## src/rtl/ir_car_drive.sv

```systemverilog
// Drive controller for the IR car: turns one-hot remote keys into a drive FSM with speed levels,
// timed pivot turns, a no-key watchdog, direction-change dead time and per-motor PWM.
module ir_car_drive #(
    parameter int unsigned PWM_PERIOD = 1000,
    parameter int unsigned PWM_STEP   = 100,
    parameter int unsigned DEF_SPEED  = 5,
    parameter int unsigned TURN_TICKS = 400000,
    parameter int unsigned TIMEOUT    = 3000000,
    parameter int unsigned DEAD_TICKS = 1000
) (
    input  logic        clk_d,
    input  logic        rst,
    input  logic [16:0] key,
    output logic        motor_l_pwm,
    output logic        motor_r_pwm,
    output logic        motor_l_dir,
    output logic        motor_r_dir,
    output logic [2:0]  state,
    output logic [3:0]  speed,
    output logic        wd_en,
    output logic        key_evt
);

    localparam int unsigned CW = (PWM_PERIOD > 1) ? $clog2(PWM_PERIOD) : 1;
    localparam int unsigned TW = (TURN_TICKS > 1) ? $clog2(TURN_TICKS) : 1;
    localparam int unsigned WW = (TIMEOUT > 0) ? $clog2(TIMEOUT + 1) : 1;
    localparam int unsigned DW = (DEAD_TICKS > 0) ? $clog2(DEAD_TICKS + 1) : 1;

    localparam logic [CW-1:0] CNT_LAST  = CW'(PWM_PERIOD - 1);
    localparam logic [TW-1:0] TURN_LOAD = TW'(TURN_TICKS - 1);
    localparam logic [WW-1:0] WD_LAST   = WW'(TIMEOUT - 1);
    localparam logic [DW-1:0] DEAD_LOAD = DW'(DEAD_TICKS);

    typedef enum logic [2:0] {
        StStop  = 3'd0,
        StFwd   = 3'd1,
        StRev   = 3'd2,
        StTurnL = 3'd3,
        StTurnR = 3'd4
    } drive_state_e;

    drive_state_e  state_q, state_d, ret_q, ret_d;
    logic [16:0]   key_q;
    logic [3:0]    speed_q, speed_d;
    logic          wd_en_q, wd_en_d;
    logic [TW-1:0] turn_cnt_q, turn_cnt_d;
    logic [WW-1:0] wd_cnt_q, wd_cnt_d;
    logic [DW-1:0] dead_q, dead_d;
    logic [CW-1:0] pwm_cnt_q, pwm_cnt_d;
    logic          dir_l_q, dir_l_d, dir_r_q, dir_r_d;
    logic          pwm_q, pwm_d;
    logic          key_evt_q;

    logic          key_one, evt, moving, turning;
    logic [3:0]    digit;
    logic [31:0]   duty;

    always_comb begin
        key_one = (key != '0) && ((key & (key - 17'd1)) == '0);
        evt     = key_one && (key_q == '0);
        moving  = (state_q == StFwd) || (state_q == StRev);
        turning = (state_q == StTurnL) || (state_q == StTurnR);
        // Bit 16 is digit 0, bits 15..7 are digits 1..9.
        digit   = '0;
        for (int i = 7; i <= 16; i++) begin
            if (key[i]) digit = 4'(16 - i);
        end
    end

    always_comb begin
        state_d    = state_q;
        speed_d    = speed_q;
        wd_en_d    = wd_en_q;
        ret_d      = ret_q;
        turn_cnt_d = turn_cnt_q;

        if (evt || !moving) begin
            wd_cnt_d = '0;
        end else if (wd_en_q) begin
            wd_cnt_d = wd_cnt_q + WW'(1);
        end else begin
            wd_cnt_d = wd_cnt_q;
        end

        if (evt) begin
            if (|key[16:7]) begin
                speed_d = digit;
            end else begin
                unique case (1'b1)
                    key[6]: state_d = StStop;
                    key[5]: state_d = StFwd;
                    key[4]: state_d = StRev;
                    key[3], key[2]: begin
                        state_d    = key[3] ? StTurnL : StTurnR;
                        turn_cnt_d = TURN_LOAD;
                        if (!turning) ret_d = state_q;
                    end
                    key[1]: begin
                        state_d = StStop;
                        speed_d = '0;
                    end
                    key[0]: wd_en_d = !wd_en_q;
                    default: ;
                endcase
            end
        end else if (turning) begin
            if (turn_cnt_q == '0) begin
                state_d = ret_q;
            end else begin
                turn_cnt_d = turn_cnt_q - TW'(1);
            end
        end else if (moving && wd_en_q && (wd_cnt_q >= WD_LAST)) begin
            state_d = StStop;
        end

        // STOP keeps the last direction so stopping never triggers dead time.
        dir_l_d = dir_l_q;
        dir_r_d = dir_r_q;
        case (state_d)
            StFwd:   {dir_l_d, dir_r_d} = 2'b11;
            StRev:   {dir_l_d, dir_r_d} = 2'b00;
            StTurnL: {dir_l_d, dir_r_d} = 2'b01;
            StTurnR: {dir_l_d, dir_r_d} = 2'b10;
            default: ;
        endcase

        if ({dir_l_d, dir_r_d} != {dir_l_q, dir_r_q}) begin
            dead_d = DEAD_LOAD;
        end else if (dead_q != '0) begin
            dead_d = dead_q - DW'(1);
        end else begin
            dead_d = dead_q;
        end

        pwm_cnt_d = (pwm_cnt_q == CNT_LAST) ? '0 : pwm_cnt_q + CW'(1);
        duty      = 32'(speed_q) * PWM_STEP;
        pwm_d     = (32'(pwm_cnt_q) < duty) && (state_q != StStop) && (dead_q == '0);
    end

    always_ff @(posedge clk_d) begin
        if (rst) begin
            key_q      <= '0;
            state_q    <= StStop;
            ret_q      <= StStop;
            speed_q    <= 4'(DEF_SPEED);
            wd_en_q    <= 1'b1;
            turn_cnt_q <= '0;
            wd_cnt_q   <= '0;
            dead_q     <= '0;
            pwm_cnt_q  <= '0;
            dir_l_q    <= 1'b1;
            dir_r_q    <= 1'b1;
            pwm_q      <= 1'b0;
            key_evt_q  <= 1'b0;
        end else begin
            key_q      <= key;
            state_q    <= state_d;
            ret_q      <= ret_d;
            speed_q    <= speed_d;
            wd_en_q    <= wd_en_d;
            turn_cnt_q <= turn_cnt_d;
            wd_cnt_q   <= wd_cnt_d;
            dead_q     <= dead_d;
            pwm_cnt_q  <= pwm_cnt_d;
            dir_l_q    <= dir_l_d;
            dir_r_q    <= dir_r_d;
            pwm_q      <= pwm_d;
            key_evt_q  <= evt;
        end
    end

    assign state       = state_q;
    assign speed       = speed_q;
    assign wd_en       = wd_en_q;
    assign key_evt     = key_evt_q;
    assign motor_l_dir = dir_l_q;
    assign motor_r_dir = dir_r_q;
    assign motor_l_pwm = pwm_q;
    assign motor_r_pwm = pwm_q;

endmodule

```

## config.mk

```make
export PLATFORM = sky130hd
export DESIGN_NAME = ir_car_drive
export DESIGN_NICKNAME = d
export VERILOG_FILES = /design/src/rtl/ir_car_drive.sv
export SDC_FILE = /design/constraint.sdc
export NUM_CORES = 1
export LEC_CHECK = 0
export ABC_CLOCK_PERIOD_IN_PS = 2690
export BUFFER_PORTS_ARGS = -buffer_cell sky130_fd_sc_hd__buf_2
export CAP_MARGIN = 0
export CORE_MARGIN = 2
export CORE_UTILIZATION = 55
export DETAILED_ROUTE_END_ITERATION = 6
export MAX_ROUTING_LAYER = met4
export PLACE_DENSITY_LB_ADDON = 0.12
export SYNTH_ARGS = -nofsm -noshare
export SYNTH_HDL_FRONTEND = slang
export SYNTH_SLANG_ARGS = --single-unit
```

## constraint.sdc

```tcl
create_clock -name clk_d -period 2.69 [get_ports clk_d]
set_input_delay 0.1345 -clock clk_d [delete_from_list [all_inputs] [get_ports clk_d]]
set_output_delay 0.1345 -clock clk_d [all_outputs]
set_load 0.02 [all_outputs]
```

==> flow_metrics.env <==
export IMPL_grt_setup_unrepaired="yes"
export IMPL_synthAdderAreaFrac_pct=5.74
export IMPL_arrival_ps=3050
export IMPL_drt_first_iter_violations=197
export IMPL_routed_wl_mm=11.0
export IMPL_slew_violations=0
export IMPL_p_leak_nw=2.31
export IMPL_async_flop_share_pct=0
export IMPL_skew_ps=13.8
export IMPL_synth_compound_area_share_pct=12.9
export IMPL_wl_per_cell_um=14.5
export IMPL_die_h_um=98.6
export IMPL_synthesis_instances=570
export IMPL_synth_top_family_by_area="simple AND/OR/NAND/NOR gates"
export IMPL_cts_hold_buf=0
export IMPL_fin_tns_setup_ps=-403
export IMPL_ys_warn_count=0
export IMPL_hp_class="input port to register"
export IMPL_antenna_left=0
export IMPL_cts_tree="yes"
export IMPL_track_usage_pct=24.7
export IMPL_core_area_um2=8720
export IMPL_ioPinCount=32
export IMPL_final_cell_mix="dfxtp_1, nor2_1, buf_4, xor2_1, a21oi_1"
export IMPL_grt_pass1_vias=4292
export IMPL_synthToLayoutAreaGrowth_pct=18.8
export IMPL_place_area_um2=5520
export IMPL_cts_sinks=93
export IMPL_fin_ws_ps=-82.1
export IMPL_violations="setup timing"
export IMPL_routed_via_count=4261
export IMPL_final_common_cell="dfxtp_1"
export IMPL_insertion_delay_ps=370
export IMPL_ys_ff_latch=93
export IMPL_avgSynthCellArea_um2=8.64
export IMPL_synth_simple_gate_area_share_pct=28.0
export IMPL_htree_levels=3
export IMPL_fin_crit_ps=2770
export IMPL_worstPathRequired_ps=2960
export IMPL_final_hold_violation_count=0
export IMPL_stdcell_count=759
export IMPL_port_buffers=31
export IMPL_ir_worst_vdd_mv=0.583
export IMPL_syn_nets=611
export IMPL_relSlewSlack_pct=50.5
export IMPL_setup_viol=10
export IMPL_synth_flop_cell="dfxtp_1"
export IMPL_synth_edf_count=0
export IMPL_path_clk_slew_ps=90
export IMPL_final_area_um2=5850
export IMPL_post_place_ws_ps=-285
export IMPL_grt_pass1_wl_mm=19.5
export IMPL_diodes=0
export IMPL_max_clock_freq_mhz=361
export IMPL_layout_nets=687
export IMPL_cts_root_buf="clkbuf_8"
export IMPL_drc=0
export IMPL_dieArea_um2=9730
export IMPL_power_mw=3.04
export IMPL_drive_gt1_share_pct=21.0
export IMPL_via_per_inst=5.61
export IMPL_chipWidth_um=98.6
export IMPL_drtPass1Iterations=4
export IMPL_status="finished with violations"
export IMPL_endpoint_kind="register"
export IMPL_worstMarginPinSlew_ps=743
export IMPL_num_rows=34
export IMPL_ys_types=68
export IMPL_clk_path_buf_depth=2
export IMPL_antenna_found_initial=0
export IMPL_fin_crit_sh_pct=103
export IMPL_syn_area_um2=4920
export IMPL_globalplace_congestion=0.893
export IMPL_cts_buffers=9
export IMPL_synthMuxAreaShare_pct=1.68
export IMPL_cp_max_fo=4
export IMPL_start_util_pct=56.5
export IMPL_drv_cap=0
export IMPL_synth_xor_area_share_pct=10.1
export IMPL_grt_remaining_overflow=0
export IMPL_detailed_place_hpwl_mm=8.01
export IMPL_ys_seq_area_share_pct=37.8
export IMPL_cellPowerDensity_nw_per_um2=519
export IMPL_worstSetupStartpointType="register"
export IMPL_post_place_cells=739
export IMPL_worstSetupPathType="register to register"
export IMPL_grt_max_degree=42
[cells in the mapped netlist (all sizes together), types with 7 or more instances]
cell type,count,area (µm²)
dfxtp,93,1860
nor2,78,293
xor2,36,315
a21oi,34,178
nand2,29,109
inv,24,90.1
nand3,22,110
ha,21,263
nor4,21,195
xnor2,21,184
nor2b,19,119
nand4,17,106
o21ai,15,75.1
nor3,14,75.1
clkbuf,13,48.8
or4,9,71.3
a21o,8,60.1
nand2b,8,50.1
buf,7,47.6
or3,7,43.8
[worst max-delay path, cell delays in order, from the launching register on]
cell	delay (ps)
dfxtp_2	340
nor4_4	290
nand4_1	140
nor4_1	290
buf_4	170
nand3_2	70
nor4_4	270
buf_4	170
mux2_4	320
a221oi_2	240
a21oi_2	110
nor4_1	270
[power breakdown]
part	switching (mW)	total, mW	internal, mW	leakage (nW)
logic	0.296	0.543	0.246	1.45
registers	0.0578	1.51	1.45	0.757
clock network	0.518	0.987	0.469	0.102
[flip-flops by register name, summed over array words and instances (netlist names)]
signal and cells:
wd_cnt_q 22, turn_cnt_q 19, key_q 17, dead_q 10, pwm_cnt_q 10, speed 4
ret_q 3, state 3, key_evt 1, motor_l_dir 1, motor_l_pwm 1, motor_r_dir 1
wd_en 1
[cell type report]
cell class	count	area (µm²)
repair buffers	85	584
inverters	24	90.1
well taps	108	135
fillers	751	2870
clock inverters	5	66.3
clock buffers	11	141
flip-flops and latches	93	1860
multi-input cells	433	2970
[per-layer routing]
metal / up-vias / routed length, µm / global-route usage [%]
met4: 0 / 127 / 5.37
met5: - / 0 / -
met1: 2009 / 5170 / 31.4
li1: 2169 / - / -
met3: 13 / 379 / 4.68
met2: 70 / 5360 / 41.2
[final timing paths]
kind,endpoint,startpoint,cells after the start,slack (ps)
setup / recovery,dead_q[0]$_SDFFE_PP0P_,key_q[12]$_SDFF_PP0_,11,-80
hold / removal,key_q[4]$_SDFF_PP0_,key[4],2,90
setup reg to reg,dead_q[0]$_SDFFE_PP0P_,key_q[12]$_SDFF_PP0_,11,-80
hold reg to reg,pwm_cnt_q[0]$_SDFF_PP0_,pwm_cnt_q[0]$_SDFF_PP0_,1,460
[cell families (layout without fill, tap and decap cells)]
kind of cell / count (synthesis) / after routing
AOI/OAI and AO/OA: 96 / 96
DFF: 93 / 93
adders and majority gates: 22 / 22
xor gates and xnor gates: 57 / 57
buffers and inverters: 44 / 125
and+or+nand+nor: 251 / 251
muxes: 7 / 7
[what timing repair did]
action | CTS | global route
pin swaps | 2 | 9
buffers inserted | 1 | 3
gates resized for setup | 3 | 17
setup endpoints to repair | 12 | 28
cloned | 0 | 0
[stage by stage]
stage               utilization [%]  hold WS, ps
floorplan                         -          263
global placement               63.2          428
detailed placement             63.2          436
CTS                            65.9         78.2
global route                   67.1         90.6
finish                         67.1         86.6
Note: power is estimated with default switching activity, not from simulation.
